--- src/rtl/note_capture_pkg.sv ---
// note_capture_pkg: shared widths, note codes, FSM encodings and helper
// functions for the note capture block (debounce, timestamp, length code).
package note_capture_pkg;

  localparam int CLOCK_BITS     = 21;
  localparam int OCTAVE_BITS    = 2;
  localparam int NOTE_BITS      = 3;
  localparam int LENGTH_BITS    = 3;
  localparam int KEY_COUNT      = 7;
  localparam int DEBOUNCE_TICKS = 4;
  localparam int UNIT_TICKS     = 32;
  localparam int HOLD_BITS      = 12;
  localparam int MAX_LENGTH     = (1 << LENGTH_BITS) - 1;
  // Hold length at which the top length code is reached (2048 by default).
  localparam int AUTO_RELEASE_TICKS = UNIT_TICKS << ((1 << LENGTH_BITS) - 2);

  localparam logic [NOTE_BITS-1:0] NOTE_REST = '0;

  typedef enum logic [1:0] {
    ST_IDLE      = 2'd0,
    ST_PRESS     = 2'd1,
    ST_EMIT      = 2'd2,
    ST_HOLD_WAIT = 2'd3
  } state_t;

  // Lowest set key wins; code = index + 1, empty vector = rest.
  function automatic logic [NOTE_BITS-1:0] note_code(input logic [KEY_COUNT-1:0] v);
    note_code = NOTE_REST;
    for (int i = KEY_COUNT - 1; i >= 0; i--)
      if (v[i]) note_code = NOTE_BITS'(i + 1);
  endfunction

  // floor(log2(h / UNIT_TICKS)) + 1, zero below one unit, saturating.
  function automatic logic [LENGTH_BITS-1:0] quantize_length(input logic [HOLD_BITS-1:0] h);
    logic [HOLD_BITS-1:0] units;
    units = h >> $clog2(UNIT_TICKS);
    quantize_length = '0;
    for (int b = 0; b < HOLD_BITS; b++)
      if (units[b]) begin
        if (b + 1 >= MAX_LENGTH) quantize_length = LENGTH_BITS'(MAX_LENGTH);
        else                     quantize_length = LENGTH_BITS'(b + 1);
      end
  endfunction

  // The press happened DEBOUNCE_TICKS before it was accepted; clamp at 0.
  function automatic logic [CLOCK_BITS-1:0] press_stamp(input logic [CLOCK_BITS-1:0] now);
    if (now < CLOCK_BITS'(DEBOUNCE_TICKS)) press_stamp = '0;
    else                                   press_stamp = now - CLOCK_BITS'(DEBOUNCE_TICKS);
  endfunction

endpackage

--- src/rtl/note_capture_if.sv ---
// note_capture_if: valid/ready note event channel from capture to scorer.
interface note_capture_if;
  import note_capture_pkg::*;

  logic                   ev_valid;
  logic                   ev_ready;
  logic [CLOCK_BITS-1:0]  ev_clock;
  logic [OCTAVE_BITS-1:0] ev_octave;
  logic [NOTE_BITS-1:0]   ev_note;
  logic [LENGTH_BITS-1:0] ev_length;

  modport master (output ev_valid, ev_clock, ev_octave, ev_note, ev_length,
                  input  ev_ready);
  modport slave  (input  ev_valid, ev_clock, ev_octave, ev_note, ev_length,
                  output ev_ready);
endinterface

--- src/rtl/note_capture_key_debounce.sv ---
// key_debounce: accepts the raw key vector once it has been identical for
// DEBOUNCE_TICKS consecutive game ticks; any change restarts the count.
module key_debounce
  import note_capture_pkg::*;
(
  input  logic                 clk,
  input  logic                 rst_n,
  input  logic                 tick,
  input  logic [KEY_COUNT-1:0] raw,
  output logic [KEY_COUNT-1:0] stable
);

  localparam int CNT_BITS = $clog2(DEBOUNCE_TICKS + 1);

  logic [KEY_COUNT-1:0] sample;
  logic [CNT_BITS-1:0]  run;

  // Stability counter: counts ticks on which raw matches the last sample.
  always_ff @(posedge clk or negedge rst_n) begin
    if (!rst_n) begin
      // NOTE: every state register is cleared here; there is no memory array that would need to skip reset.
      sample <= '0;
      run    <= '0;
      stable <= '0;
    end else if (tick) begin
      // NOTE: non-blocking assignments so every register sees pre-edge values of the others.
      if (raw != sample) begin
        sample <= raw;
        run    <= CNT_BITS'(1);
      end else begin
        if (run < CNT_BITS'(DEBOUNCE_TICKS)) run <= run + CNT_BITS'(1);
        if (run >= CNT_BITS'(DEBOUNCE_TICKS - 1)) stable <= sample;
      end
    end
  end

endmodule

--- src/rtl/note_capture.sv ---
// note_capture: debounced key presses become timestamped, length-coded note
// events on a valid/ready channel. Optional macro NOTE_CAPTURE_AUTO_RELEASE_EN
// emits very long holds early and waits for release in ST_HOLD_WAIT.
module note_capture
  import note_capture_pkg::*;
(
  input  logic                   clk,
  input  logic                   rst_n,
  input  logic                   tick,
  input  logic [CLOCK_BITS-1:0]  game_clock,
  input  logic                   enable,
  input  logic [KEY_COUNT-1:0]   keys,
  input  logic [OCTAVE_BITS-1:0] octave_sel,
  note_capture_if.master         ev,
  output logic [7:0]             dropped
);

  logic [KEY_COUNT-1:0]   deb;
  logic [NOTE_BITS-1:0]   code, prev_code, note_q;
  logic [OCTAVE_BITS-1:0] octave_q;
  logic [CLOCK_BITS-1:0]  clock_q;
  logic [LENGTH_BITS-1:0] length_q;
  logic [HOLD_BITS-1:0]   hold_cnt;
  logic                   auto_fire;
  state_t                 state, state_nx;

  key_debounce u_debounce (
    .clk    (clk),
    .rst_n  (rst_n),
    .tick   (tick),
    .raw    (keys),
    .stable (deb)
  );

  assign code = note_code(deb);

`ifdef NOTE_CAPTURE_AUTO_RELEASE_EN
  assign auto_fire = (hold_cnt >= HOLD_BITS'(AUTO_RELEASE_TICKS));
`else
  assign auto_fire = 1'b0;
`endif

  // FSM state register.
  always_ff @(posedge clk or negedge rst_n) begin
    if (!rst_n) state <= ST_IDLE;
    else        state <= state_nx;
  end

  // FSM next-state logic.
  always_comb begin
    // NOTE: default first so no path leaves state_nx unassigned (no latch).
    state_nx = state;
    case (state)
      ST_IDLE:  if (enable && code != NOTE_REST) state_nx = ST_PRESS;
      ST_PRESS: begin
        if (!enable)                           state_nx = ST_IDLE;
        else if (code != note_q || auto_fire)  state_nx = ST_EMIT;
      end
`ifdef NOTE_CAPTURE_AUTO_RELEASE_EN
      ST_EMIT:      if (ev.ev_ready) state_nx = ST_HOLD_WAIT;
      ST_HOLD_WAIT: if (code == NOTE_REST) state_nx = ST_IDLE;
`else
      ST_EMIT:      if (ev.ev_ready) state_nx = ST_IDLE;
`endif
      default:  state_nx = ST_IDLE;
    endcase
  end

  // FSM outputs: the event is offered for exactly the EMIT state.
  always_comb begin
    ev.ev_valid = (state == ST_EMIT);
  end

  assign ev.ev_clock  = clock_q;
  assign ev.ev_octave = octave_q;
  assign ev.ev_note   = note_q;
  assign ev.ev_length = length_q;

  // Event fields, hold counter and dropped-press counter.
  always_ff @(posedge clk or negedge rst_n) begin
    if (!rst_n) begin
      prev_code <= NOTE_REST;
      note_q    <= NOTE_REST;
      octave_q  <= '0;
      clock_q   <= '0;
      length_q  <= '0;
      hold_cnt  <= '0;
      dropped   <= '0;
    end else begin
      prev_code <= code;
      if (state == ST_IDLE && state_nx == ST_PRESS) begin
        note_q   <= code;
        octave_q <= octave_sel;
        clock_q  <= press_stamp(game_clock);
        hold_cnt <= '0;
      end else if (state == ST_PRESS && tick && hold_cnt != {HOLD_BITS{1'b1}}) begin
        hold_cnt <= hold_cnt + HOLD_BITS'(1);
      end
      if (state == ST_PRESS && state_nx == ST_EMIT)
        length_q <= quantize_length(hold_cnt);
      // A press arriving on the handshake cycle is picked up by IDLE, not lost.
      if (state == ST_EMIT && !ev.ev_ready && prev_code == NOTE_REST &&
          code != NOTE_REST && dropped != 8'hFF)
        dropped <= dropped + 8'd1;
    end
  end

endmodule

--- src/flat_wrapper.sv ---
// flat-port wrapper written by rule: the top's interface ports become plain ports
module note_capture_flat import note_capture_pkg::*;
  (clk, rst_n, tick, game_clock, enable, keys, octave_sel, dropped, ev_ev_valid, ev_ev_clock, ev_ev_octave, ev_ev_note, ev_ev_length, ev_ev_ready);
  note_capture_if ev_i ();
  input  logic clk;
  input  logic rst_n;
  input  logic tick;
  input  logic [CLOCK_BITS-1:0] game_clock;
  input  logic enable;
  input  logic [KEY_COUNT-1:0] keys;
  input  logic [OCTAVE_BITS-1:0] octave_sel;
  output logic [7:0] dropped;
  output wire logic [$bits(ev_i.ev_valid)-1:0] ev_ev_valid;
  output wire logic [$bits(ev_i.ev_clock)-1:0] ev_ev_clock;
  output wire logic [$bits(ev_i.ev_octave)-1:0] ev_ev_octave;
  output wire logic [$bits(ev_i.ev_note)-1:0] ev_ev_note;
  output wire logic [$bits(ev_i.ev_length)-1:0] ev_ev_length;
  input wire logic [$bits(ev_i.ev_ready)-1:0] ev_ev_ready;
  assign ev_ev_valid = ev_i.ev_valid;
  assign ev_ev_clock = ev_i.ev_clock;
  assign ev_ev_octave = ev_i.ev_octave;
  assign ev_ev_note = ev_i.ev_note;
  assign ev_ev_length = ev_i.ev_length;
  assign ev_i.ev_ready = ev_ev_ready;
  note_capture u_core (.clk(clk), .rst_n(rst_n), .tick(tick), .game_clock(game_clock), .enable(enable), .keys(keys), .octave_sel(octave_sel), .ev(ev_i), .dropped(dropped));
endmodule
--- config.mk ---
export PLATFORM = sky130hd
export DESIGN_NAME = note_capture_flat
export DESIGN_NICKNAME = d
export VERILOG_FILES = /design/src/rtl/note_capture_pkg.sv /design/src/rtl/note_capture_if.sv /design/src/rtl/note_capture_key_debounce.sv /design/src/rtl/note_capture.sv /design/src/flat_wrapper.sv
export SDC_FILE = /design/constraint.sdc
export NUM_CORES = 1
export LEC_CHECK = 0
export BUFFER_PORTS_ARGS = -buffer_cell sky130_fd_sc_hd__buf_2
export CAP_MARGIN = 0
export CORE_MARGIN = 5
export CORE_UTILIZATION = 46
export DETAILED_ROUTE_END_ITERATION = 10
export GPL_TIMING_DRIVEN = 0
export PLACE_DENSITY = 0.67
export SYNTH_ARGS = -nofsm -noshare
export SYNTH_HDL_FRONTEND = slang
export SYNTH_HIERARCHICAL = 1
export SYNTH_SLANG_ARGS = --single-unit
--- constraint.sdc ---
create_clock -name clk -period 2.5 [get_ports clk]
set_clock_uncertainty 0.05 [all_clocks]
set_input_delay 0.125 -clock clk [delete_from_list [all_inputs] [get_ports clk]]
set_output_delay 0.125 -clock clk [all_outputs]
set_load 0.05 [all_outputs]
==> run_summary.xml, run 1 <==
<?xml version="1.0" encoding="UTF-8"?>
<metrics>
  <group name="synthesis">
    <metric name="synth_area_per_cell" unit="um2">11.0</metric>
    <metric name="ys.warnings.count" unit="">6</metric>
    <metric name="syn_inst" unit="">328</metric>
    <metric name="postSynth.asyncResetShare" unit="%">100</metric>
    <metric name="postSynthNetCount" unit="">368</metric>
    <metric name="netlist_area" unit="mm2">0.00360</metric>
    <metric name="netlist.top_cell.by_area" unit="">dfrtp_1</metric>
    <metric name="synth.ff_latch_count" unit="">71</metric>
    <metric name="synth_edf_count" unit="">0</metric>
    <metric name="synth_top_area_share" unit="%">49.3</metric>
    <metric name="ys_seq_area_share" unit="%">49.3</metric>
    <metric name="synth_cell_type_count" unit="">49</metric>
    <metric name="cells_taking_the_most_area_after_synthesis" unit="">dfrtp_1, mux2_2, xnor2_1</metric>
    <metric name="ys_dominant_reg_cell" unit="">dfrtp_1</metric>
  </group>
  <group name="critical_path">
    <metric name="worst_ep_arrival_time" unit="ns">2.49</metric>
    <metric name="startpoint_type" unit="">primary input</metric>
    <metric name="critical_path.endpoint_type" unit="">flop</metric>
    <metric name="critPathRequiredTime" unit="ns">2.67</metric>
    <metric name="worst-setup-path-type" unit="">primary input to flop</metric>
    <metric name="timing.critical_path.fanout_max" unit="">10</metric>
    <metric name="worstRegToRegCells" unit="">5</metric>
  </group>
  <group name="status">
    <metric name="run_status" unit="">finished clean</metric>
  </group>
  <group name="floorplan">
    <metric name="die_height" unit="um">98.5</metric>
    <metric name="row_count" unit="">32</metric>
    <metric name="design.core.area" unit="mm2">0.00769</metric>
    <metric name="floorplan.initialDensity" unit="%">46.9</metric>
    <metric name="dieArea" unit="mm2">0.00970</metric>
    <metric name="io-pin-count" unit="">73</metric>
    <metric name="floorplan.die.width" unit="um">98.5</metric>
  </group>
  <group name="power_and_ir_drop">
    <metric name="pwr_density_cell" unit="mW/mm2">666</metric>
    <metric name="power_leakage" unit="uW">0.00210</metric>
    <metric name="ir_drop" unit="mV">0.389</metric>
  </group>
  <group name="placement">
    <metric name="pre_cts_ws" unit="ns">0.0993</metric>
    <metric name="gp_weighted_congestion" unit="">0.874</metric>
    <metric name="placement.io_buffers" unit="">72</metric>
    <metric name="post-dp-hpwl" unit="um">5890</metric>
  </group>
  <group name="drt">
    <metric name="post_drt_via_cell_ratio" unit="">5.30</metric>
    <metric name="drt_wl_total" unit="um">7810</metric>
    <metric name="ant_nets" unit="">0</metric>
    <metric name="detailedRoute.firstPassIterationCount" unit="">4</metric>
    <metric name="route.detailed.drc" unit="">0</metric>
    <metric name="wl_per_cell" unit="um">14.7</metric>
    <metric name="vias" unit="">2809</metric>
    <metric name="drt_iter0_markers" unit="">123</metric>
  </group>
  <group name="flow_run">
    <metric name="timing.max_cap.violations" unit="">0</metric>
  </group>
  <group name="clock_tree">
    <metric name="cts.sink_count" unit="">71</metric>
    <metric name="cts.clk_slew.worst_paths" unit="ns">0.07</metric>
    <metric name="clk_latency" unit="ns">0.33</metric>
    <metric name="clockBufferDepth" unit="">2</metric>
    <metric name="cts_htree_levels" unit="">3</metric>
    <metric name="tritoncts_clock_tree" unit="">built</metric>
    <metric name="clockRootBuffer" unit="">clkbuf_8</metric>
    <metric name="cts-buffers-inserted" unit="">9</metric>
  </group>
  <group name="global_route">
    <metric name="largest_net_degree_at_the_start_of_global_routing" unit="">39</metric>
    <metric name="use_met3" unit="%">3.61</metric>
    <metric name="use_met1" unit="%">22.1</metric>
    <metric name="grt_pass1_wl" unit="um">13300</metric>
    <metric name="grt_most_used_layer" unit="">met2</metric>
    <metric name="gr-total-overflow" unit="">0</metric>
    <metric name="global_routing_usage_on_met2" unit="%">27.5</metric>
    <metric name="antenna_found_initial" unit="">0</metric>
    <metric name="grt_pass1_vias" unit="">2811</metric>
    <metric name="grt_use_total" unit="%">17.0</metric>
  </group>
  <group name="sta">
    <metric name="slew_headroom" unit="%">52.7</metric>
    <metric name="finalHoldViolCount" unit="">0</metric>
    <metric name="max_freq" unit="MHz">431</metric>
    <metric name="timing.final.setup_violations" unit="">0</metric>
    <metric name="slew_viol_final" unit="">0</metric>
    <metric name="totalNegativeSetupSlack" unit="ns">0</metric>
    <metric name="min_period" unit="ns">2.32</metric>
    <metric name="final.setup.worst_slack" unit="ns">0.180</metric>
    <metric name="worstMarginPinSlew" unit="ns">0.703</metric>
    <metric name="period_share" unit="%">92.8</metric>
    <metric name="setup_repair_after_global_routing_missed_its_margin" unit="">no</metric>
  </group>
  <group name="finish">
    <metric name="nFillCells" unit="">717</metric>
    <metric name="layout_common_cells" unit="">buf_2, dfrtp_1, nor2_1</metric>
    <metric name="fin_nets" unit="">465</metric>
    <metric name="drive_gt1_share" unit="%">29.2</metric>
    <metric name="mostFrequentLayoutCell" unit="">buf_2</metric>
    <metric name="synthToLayoutAreaGrowth" unit="%">22.4</metric>
    <metric name="insertedDiodeCount" unit="">0</metric>
  </group>
  <group name="worst_hold_path">
    <metric name="whs_path_depth" unit="">3</metric>
    <metric name="timing.hold.worst.class" unit="">primary input to flop</metric>
  </group>
</metrics>
[Yosys cell counts, types with 2 or more instances]
library cell	number
mux2_2	26
nor2_1	27
mux2i_1	3
o2bb2ai_1	16
o31ai_1	3
nand3b_1	2
a31oi_1	3
nor3_1	12
nand4_1	11
nand3_1	8
or3_1	5
clkbuf_1	4
inv_1	10
nor2b_1	3
xor2_1	12
nor4_1	2
and3_1	3
and4_1	3
o21ai_0	11
or2_2	3
dfrtp_1	71
nand2b_1	6
ha_1	5
a21oi_1	13
o211ai_1	3
nor3b_1	3
xnor2_1	24
a2111oi_0	2
nand2_1	13
nand3_2	2
[cell type report]
type	count	area [um2]	area share, %
repair buffers	86	513	11.6
plain buffers	6	36.3	0.823
flip-flops and latches	71	1780	40.3
clock buffers	13	159	3.60
inverters	10	37.5	0.852
multi-input cells	241	1750	39.8
well taps	102	128	2.90
clock inverters	1	5.00	0.114
[stage by stage]
stage / power (uW) / hold WS, ns / instance area, um2 / std cells / utilization, %
6_report: 2940 / 0.0300 / 4410 / 530 / 57.3
5_1_grt: 3090 / 0.0301 / 4410 / 530 / 57.3
4_1_cts: 2980 / 0.0121 / 4410 / 530 / 57.3
3_5_place_dp: 2150 / 0.0537 / 4110 / 503 / 53.5
3_3_place_gp: 2140 / 0.277 / 4090 / 502 / 53.2
2_1_floorplan: 1930 / -0.221 / 3600 / 328 / -
[kinds of logic after synthesis]
group / count (synthesis) / synth area share (%)
AO/OA/AOI/OAI: 58 / 11.1
adder cells (fa/ha/maj): 5 / 1.74
flip-flops: 71 / 49.3
XOR/XNOR: 36 / 8.75
multiplexers: 29 / 8.96
AND/OR/NAND/NOR: 113 / 18.1
buffers and inverters: 16 / 2.01
[critical path, stage by stage]
cell and delay (ns):
dlygate4sd3_1 0.54, buf_2 0.13, nor3_1 0.44, nand4_1 0.38, or3_1 0.45, nand3_2 0.17, buf_8 0.16, o2bb2ai_1 0.08
[flip-flops by register name, summed over array words and instances (netlist names)]
name	cells
u_core/prev_code	3
u_core/ev.ev_length	3
u_core/ev.ev_note	3
u_core/state	2
u_core/u_debounce/run	3
u_core/u_debounce/sample	7
u_core/dropped	8
u_core/u_debounce/stable	7
u_core/ev.ev_octave	2
u_core/ev.ev_clock	21
u_core/hold_cnt	12
[metal layers]
metal / up-vias / routed length [um]
li1: 1391 / -
met5: - / 0
met4: 0 / 97
met2: 52 / 3850
met1: 1357 / 3490
met3: 9 / 370
[repair_timing]
action                                  in CTS  in global routing
endpoints found under the hold margin       45                  0
setup buffers                                0                  0
endpoints found under the setup margin       0                 10
gates resized for setup                      0                  2
hold buffers                                13                  0
[final timing paths]
kind / endpoint / slack, ns / start
min reg2reg: u_core/ev.ev_clock[7]$_DFFE_PN0P_ / 0.44 / u_core/ev.ev_clock[7]$_DFFE_PN0P_
max in group asynchronous: u_core/ev.ev_clock[18]$_DFFE_PN0P_ / 1.60 / rst_n
min in group asynchronous: u_core/dropped[4]$_DFFE_PN0P_ / 0.25 / rst_n
min: u_core/ev.ev_clock[19]$_DFFE_PN0P_ / 0.03 / game_clock[19]
max: u_core/ev.ev_clock[8]$_DFFE_PN0P_ / 0.18 / game_clock[2]
max reg2reg: u_core/hold_cnt[11]$_DFFE_PN0P_ / 0.24 / u_core/state[1]$_DFF_PN0_
[report_power, final]
group | leakage (uW) | internal (uW) | switching [uW]
registers | 0.000962 | 1280 | 78.4
clock network | 0.0000854 | 403 | 394
logic | 0.00105 | 242 | 544
total | 0.00210 | 1920 | 1020
No activity file was read; power rests on OpenSTA's default activity.
==> run 2: changes to the inputs <==
CORE_UTILIZATION = 35   (was 46)
PLACE_DENSITY = 0.53   (was 0.67)
==> run 2 against run 1 <==
Against the previous run: design area up 2.6%; non-clock buffer count stayed put; sequential share of layout area shrank 1.0 points; combinational power is essentially flat; clock power up 34%; hold slack better by 0.0014 ns; highest routed layer unchanged; cell count is 6.8% higher; sequential power is essentially flat; critical path type is now flop to flop; die area increased by 28%; critical path depth down 2.
==> run_summary.xml, run 2 (same netlist as run 1, synthesis figures left out) <==
<?xml version="1.0" encoding="UTF-8"?>
<metrics>
  <group name="finish">
    <metric name="largest_register_ffs" unit="">21</metric>
    <metric name="fin_nets" unit="">465</metric>
    <metric name="drive_gt1_share" unit="%">30.5</metric>
    <metric name="layout_common_cells" unit="">buf_2, dfrtp_1, nor2_1</metric>
    <metric name="post-route-cell-area" unit="mm2">0.00452</metric>
    <metric name="mostFrequentLayoutCell" unit="">buf_2</metric>
    <metric name="insertedDiodeCount" unit="">0</metric>
    <metric name="synthToLayoutAreaGrowth" unit="%">25.6</metric>
  </group>
  <group name="drt">
    <metric name="drt_wl_total" unit="um">8230</metric>
    <metric name="drt_iter0_markers" unit="">103</metric>
    <metric name="post_drt_via_cell_ratio" unit="">4.97</metric>
    <metric name="ant_nets" unit="">0</metric>
    <metric name="vias" unit="">2814</metric>
    <metric name="detailedRoute.firstPassIterationCount" unit="">4</metric>
    <metric name="route.detailed.drc" unit="">0</metric>
    <metric name="wl_per_cell" unit="um">14.5</metric>
  </group>
  <group name="global_route">
    <metric name="grt_pass1_wl" unit="um">14200</metric>
    <metric name="gr-total-overflow" unit="">0</metric>
    <metric name="grt_use_total" unit="%">14.1</metric>
    <metric name="largest_net_degree_at_the_start_of_global_routing" unit="">42</metric>
    <metric name="grt_pass1_vias" unit="">2912</metric>
    <metric name="antenna_found_initial" unit="">0</metric>
  </group>
  <group name="sta">
    <metric name="slew_headroom" unit="%">49.4</metric>
    <metric name="timing.final.setup_violations" unit="">0</metric>
    <metric name="period_share" unit="%">90.9</metric>
    <metric name="finalHoldViolCount" unit="">0</metric>
    <metric name="slew_viol_final" unit="">0</metric>
    <metric name="totalNegativeSetupSlack" unit="ns">0</metric>
    <metric name="max_freq" unit="MHz">440</metric>
    <metric name="setup_repair_after_global_routing_missed_its_margin" unit="">no</metric>
    <metric name="min_period" unit="ns">2.27</metric>
    <metric name="worstMarginPinSlew" unit="ns">0.756</metric>
  </group>
  <group name="floorplan">
    <metric name="row_count" unit="">37</metric>
    <metric name="floorplan.die.width" unit="um">111</metric>
    <metric name="io-pin-count" unit="">73</metric>
    <metric name="die_height" unit="um">111</metric>
    <metric name="design.core.area" unit="mm2">0.0102</metric>
    <metric name="dieArea" unit="mm2">0.0124</metric>
    <metric name="floorplan.initialDensity" unit="%">35.4</metric>
  </group>
  <group name="clock_tree">
    <metric name="clockBufferDepth" unit="">2</metric>
    <metric name="cts.sink_count" unit="">71</metric>
    <metric name="clockRootBuffer" unit="">clkbuf_8</metric>
    <metric name="clk_latency" unit="ns">0.36</metric>
    <metric name="cts.clk_slew.worst_paths" unit="ns">0.08</metric>
    <metric name="tritoncts_clock_tree" unit="">built</metric>
    <metric name="cts_htree_levels" unit="">3</metric>
    <metric name="cts-buffers-inserted" unit="">9</metric>
  </group>
  <group name="critical_path">
    <metric name="timing.critical_path.fanout_max" unit="">10</metric>
    <metric name="critPathRequiredTime" unit="ns">2.70</metric>
    <metric name="timing.reg2reg.setup_slack" unit="ns">0.23</metric>
    <metric name="worst-setup-path-type" unit="">flop to flop</metric>
    <metric name="startpoint_type" unit="">flop</metric>
    <metric name="worst_ep_arrival_time" unit="ns">2.47</metric>
    <metric name="critical_path.endpoint_type" unit="">flop</metric>
  </group>
  <group name="power_and_ir_drop">
    <metric name="power.total" unit="uW">3210</metric>
    <metric name="power_leakage" unit="uW">0.00213</metric>
    <metric name="ir_drop" unit="mV">0.325</metric>
    <metric name="pwr_density_cell" unit="mW/mm2">709</metric>
  </group>
  <group name="placement">
    <metric name="placement.io_buffers" unit="">72</metric>
    <metric name="post-dp-hpwl" unit="um">6030</metric>
    <metric name="placed_cell_area" unit="mm2">0.00416</metric>
    <metric name="gp_weighted_congestion" unit="">0.772</metric>
  </group>
  <group name="worst_hold_path">
    <metric name="timing.hold.worst.class" unit="">primary input to flop</metric>
  </group>
  <group name="flow_run">
    <metric name="timing.max_cap.violations" unit="">0</metric>
  </group>
  <group name="status">
    <metric name="run_status" unit="">finished clean</metric>
  </group>
</metrics>
run 2: cell types whose count changed in the layout (fill, tap and decap cells not counted), sizes merged:
cell / before / now
bufinv: 0 / 2
clkbuf: 17 / 15
clkinvlp: 0 / 2
run 2: worst max-delay path, stage by stage, from the launching register on:
cell and delay (ns):
dfrtp_1 0.45, nor2_1 0.19, o21ai_0 0.18, nand3_1 0.24
and2_0 0.35, buf_2 0.33, mux2_2 0.37
run 2: layer usage:
layer / GRT usage [%] / share of wire (%) / vias up
met2: 22.5 / 47 / 47
li1: - / - / 1393
met4: 6.33 / 2.0 / 0
met3: 3.75 / 4.6 / 12
met1: 18.0 / 46 / 1362
met5: 0 / 0 / -
run 2: path summary, 6_finish.rpt:
path                                                          from                                  to  cells after the start
min                                                 game_clock[10]  u_core/ev.ev_clock[10]$_DFFE_PN0P_                      3
max in group asynchronous                                    rst_n  u_core/ev.ev_clock[13]$_DFFE_PN0P_                      3
max reg2reg                u_core/u_debounce/stable[1]$_DFFE_PN0P_  u_core/ev.ev_clock[20]$_DFFE_PN0P_                      6
min reg2reg                     u_core/ev.ev_clock[14]$_DFFE_PN0P_  u_core/ev.ev_clock[14]$_DFFE_PN0P_                      1
min in group asynchronous                                    rst_n      u_core/hold_cnt[7]$_DFFE_PN0P_                      2
max                        u_core/u_debounce/stable[1]$_DFFE_PN0P_  u_core/ev.ev_clock[20]$_DFFE_PN0P_                      6
run 2: layout make-up:
| type | instances | area, um2 |
|---|---|---|
| multi-input combinational | 241 | 1760 |
| tap | 136 | 170 |
| sequential | 71 | 1780 |
| clock inverter | 5 | 80.1 |
| clock buffer | 11 | 151 |
| timing repair buffer | 86 | 513 |
| fill | 1026 | 5660 |
| buffer | 6 | 37.5 |
| inverter | 10 | 37.5 |
run 2: what timing repair did:
item                                    CTS  global route
gates resized for setup                   0             5
hold endpoints to repair                 42             0
hold buffers                             13             0
setup buffers                             0             0
endpoints found under the setup margin    0            11
run 2: per-stage QoR:
step | std cells | setup WS [ns] | util [%] | hold WS [ns]
2_1_floorplan | 328 | 0.378 | - | -0.221
3_3_place_gp | 536 | 0.0426 | 40.6 | 0.290
3_5_place_dp | 537 | 0.0568 | 40.8 | 0.0447
4_1_cts | 566 | 0.0294 | 44.3 | 0.0101
5_1_grt | 566 | 0.0192 | 44.4 | 0.0239
6_report | 566 | 0.229 | 44.4 | 0.0313
run 2: power by group:
group,switching (uW),leakage [uW],internal [uW]
combinational,545,0.00106,242
sequential,77.2,0.000962,1280
clock,453,0.000112,614
total,1070,0.00213,2130
==> run 3: changes to the inputs <==
CTS_BUF_LIST = sky130_fd_sc_hd__clkbuf_4   (was unset)
==> run 3 against run 2 <==
Against the previous run: setup slack worse by 0.0032 ns; first-iteration DRC count is 13% higher; combinational power is 3% higher; largest power group unchanged; total power is 6.9% lower; largest cell class unchanged; die area stayed put; critical path type unchanged; hold slack better by 0.022 ns; count of clock-buffer cells in the layout is 2 lower.
==> run_summary.xml, run 3 (same netlist as run 1, synthesis figures left out) <==
<?xml version="1.0" encoding="UTF-8"?>
<metrics>
  <group name="sta">
    <metric name="timing.final.setup_violations" unit="">0</metric>
    <metric name="totalNegativeSetupSlack" unit="ns">0</metric>
    <metric name="max_freq" unit="MHz">440</metric>
    <metric name="setup_repair_after_global_routing_missed_its_margin" unit="">no</metric>
    <metric name="worstMarginPinSlew" unit="ns">0.759</metric>
    <metric name="finalHoldViolCount" unit="">0</metric>
    <metric name="slew_headroom" unit="%">49.1</metric>
    <metric name="slew_viol_final" unit="">0</metric>
    <metric name="period_share" unit="%">91.0</metric>
    <metric name="min_period" unit="ns">2.27</metric>
  </group>
  <group name="floorplan">
    <metric name="io-pin-count" unit="">73</metric>
    <metric name="dieArea" unit="mm2">0.0124</metric>
    <metric name="floorplan.die.width" unit="um">111</metric>
    <metric name="design.core.area" unit="mm2">0.0102</metric>
    <metric name="floorplan.initialDensity" unit="%">35.4</metric>
    <metric name="die_height" unit="um">111</metric>
    <metric name="row_count" unit="">37</metric>
  </group>
  <group name="drt">
    <metric name="ant_nets" unit="">0</metric>
    <metric name="wl_per_cell" unit="um">14.5</metric>
    <metric name="detailedRoute.firstPassIterationCount" unit="">4</metric>
    <metric name="drt_wl_total" unit="um">8430</metric>
    <metric name="vias" unit="">2876</metric>
    <metric name="drt_iter0_markers" unit="">116</metric>
    <metric name="route.detailed.drc" unit="">0</metric>
    <metric name="post_drt_via_cell_ratio" unit="">4.94</metric>
  </group>
  <group name="critical_path">
    <metric name="worst_ep_arrival_time" unit="ns">2.54</metric>
    <metric name="critPathRequiredTime" unit="ns">2.77</metric>
    <metric name="critical_path.endpoint_type" unit="">flop</metric>
    <metric name="worst-setup-path-type" unit="">flop to flop</metric>
    <metric name="timing.critical_path.fanout_max" unit="">10</metric>
    <metric name="startpoint_type" unit="">flop</metric>
  </group>
  <group name="status">
    <metric name="run_status" unit="">finished clean</metric>
  </group>
  <group name="global_route">
    <metric name="global_routing_usage_on_met2" unit="%">22.8</metric>
    <metric name="grt_most_used_layer" unit="">met2</metric>
    <metric name="grt_pass1_wl" unit="um">14600</metric>
    <metric name="grt_pass1_vias" unit="">2970</metric>
    <metric name="grt_use_total" unit="%">14.5</metric>
    <metric name="largest_net_degree_at_the_start_of_global_routing" unit="">42</metric>
    <metric name="gr-total-overflow" unit="">0</metric>
    <metric name="antenna_found_initial" unit="">0</metric>
    <metric name="use_met1" unit="%">18.6</metric>
    <metric name="use_met3" unit="%">3.70</metric>
  </group>
  <group name="finish">
    <metric name="drive_gt1_share" unit="%">28.9</metric>
    <metric name="largest_register_ffs" unit="">21</metric>
    <metric name="fin_nets" unit="">481</metric>
    <metric name="mostFrequentLayoutCell" unit="">buf_2</metric>
    <metric name="layout_common_cells" unit="">buf_2, dfrtp_1, dlygate4sd3_1</metric>
    <metric name="insertedDiodeCount" unit="">0</metric>
    <metric name="synthToLayoutAreaGrowth" unit="%">27.9</metric>
  </group>
  <group name="clock_tree">
    <metric name="cts.clk_slew.worst_paths" unit="ns">0.11</metric>
    <metric name="cts_htree_levels" unit="">3</metric>
    <metric name="cts-buffers-inserted" unit="">9</metric>
    <metric name="tritoncts_clock_tree" unit="">built</metric>
    <metric name="clockBufferDepth" unit="">2</metric>
    <metric name="clk_latency" unit="ns">0.44</metric>
    <metric name="cts.sink_count" unit="">71</metric>
    <metric name="postCtsSetupBuffers" unit="">0</metric>
    <metric name="clockRootBuffer" unit="">clkbuf_4</metric>
  </group>
  <group name="placement">
    <metric name="post-dp-hpwl" unit="um">6030</metric>
    <metric name="placement.io_buffers" unit="">72</metric>
    <metric name="gp_weighted_congestion" unit="">0.772</metric>
  </group>
  <group name="power_and_ir_drop">
    <metric name="power.total" unit="uW">2980</metric>
    <metric name="pwr_density_cell" unit="mW/mm2">648</metric>
    <metric name="power_leakage" unit="uW">0.00216</metric>
    <metric name="ir_drop" unit="mV">0.293</metric>
  </group>
  <group name="flow_run">
    <metric name="timing.max_cap.violations" unit="">0</metric>
  </group>
  <group name="worst_hold_path">
    <metric name="timing.hold.worst.class" unit="">primary input to flop</metric>
  </group>
</metrics>
==> run 3: cell count changes in the layout (fill, tap and decap cells not counted) <==
cell,previous run,this run
dlygate4sd3_1,13,29
clkbuf_4,0,9
clkbuf_8,11,0
clkinv_1,0,2
==> run 3: final cells by class <==
type,instances,area [um2]
Inverter,10,37.5
Fill cell,1023,5580
Clock inverter,7,87.6
Buffer,6,37.5
Sequential cell,71,1780
Multi-Input combinational cell,241,1760
Tap cell,136,170
Clock buffer,9,67.6
Timing Repair Buffer,102,673
==> run 3: path summary, 6_finish.rpt <==
kind / start / end / slack, ns / cells past startpoint
max reg2reg: u_core/u_debounce/stable[1]$_DFFE_PN0P_ / u_core/ev.ev_note[2]$_DFFE_PN0P_ / 0.23 / 6
min in group asynchronous: rst_n / u_core/u_debounce/sample[5]$_DFFE_PN0P_ / 0.11 / 2
min: game_clock[20] / u_core/ev.ev_clock[19]$_DFFE_PN0P_ / 0.05 / 4
max: u_core/u_debounce/stable[1]$_DFFE_PN0P_ / u_core/ev.ev_note[2]$_DFFE_PN0P_ / 0.23 / 6
max in group asynchronous: rst_n / u_core/u_debounce/run[1]$_DFFE_PN0P_ / 1.71 / 3
min reg2reg: u_core/ev.ev_clock[14]$_DFFE_PN0P_ / u_core/ev.ev_clock[14]$_DFFE_PN0P_ / 0.44 / 1
==> run 3: metrics by stage <==
step | instances | hold WS (ns) | setup slack [ns] | instance area [um2] | util (%)
after floorplan | 328 | -0.221 | 0.378 | 3600 | -
after global placement | 536 | 0.290 | 0.0426 | 4130 | 40.6
after detailed placement | 537 | 0.0447 | 0.0568 | 4160 | 40.8
after CTS | 582 | 0.00231 | 0.0147 | 4600 | 45.2
after global routing | 582 | 0.0601 | 0.0153 | 4610 | 45.2
final | 582 | 0.0533 | 0.225 | 4610 | 45.2
==> run 3: layer usage <==
metal	up-vias	wire length (um)
li1	1433	-
met4	0	158
met5	-	0
met3	13	365
met2	53	3990
met1	1377	3910
==> run 3: power breakdown <==
group	switching (uW)	internal [uW]	leakage [uW]
logic	549	259	0.00112
registers	77.2	1270	0.000962
clock network	429	397	0.0000770
total	1050	1930	0.00216
==> run 3: critical path, stage by stage (launching register included) <==
cell     delay (ns)
dfrtp_1        0.46
nor2_1         0.19
o21ai_0        0.18
nand3_1        0.24
and2_0         0.36
buf_2          0.33
mux2_2         0.37
==> run 3: timing repair <==
| item | in CTS | in global routing |
|---|---|---|
| endpoints found under the setup margin | 0 | 11 |
| gates resized for setup | 0 | 5 |
| hold endpoints to repair | 99 | 0 |
| hold buffers | 29 | 0 |
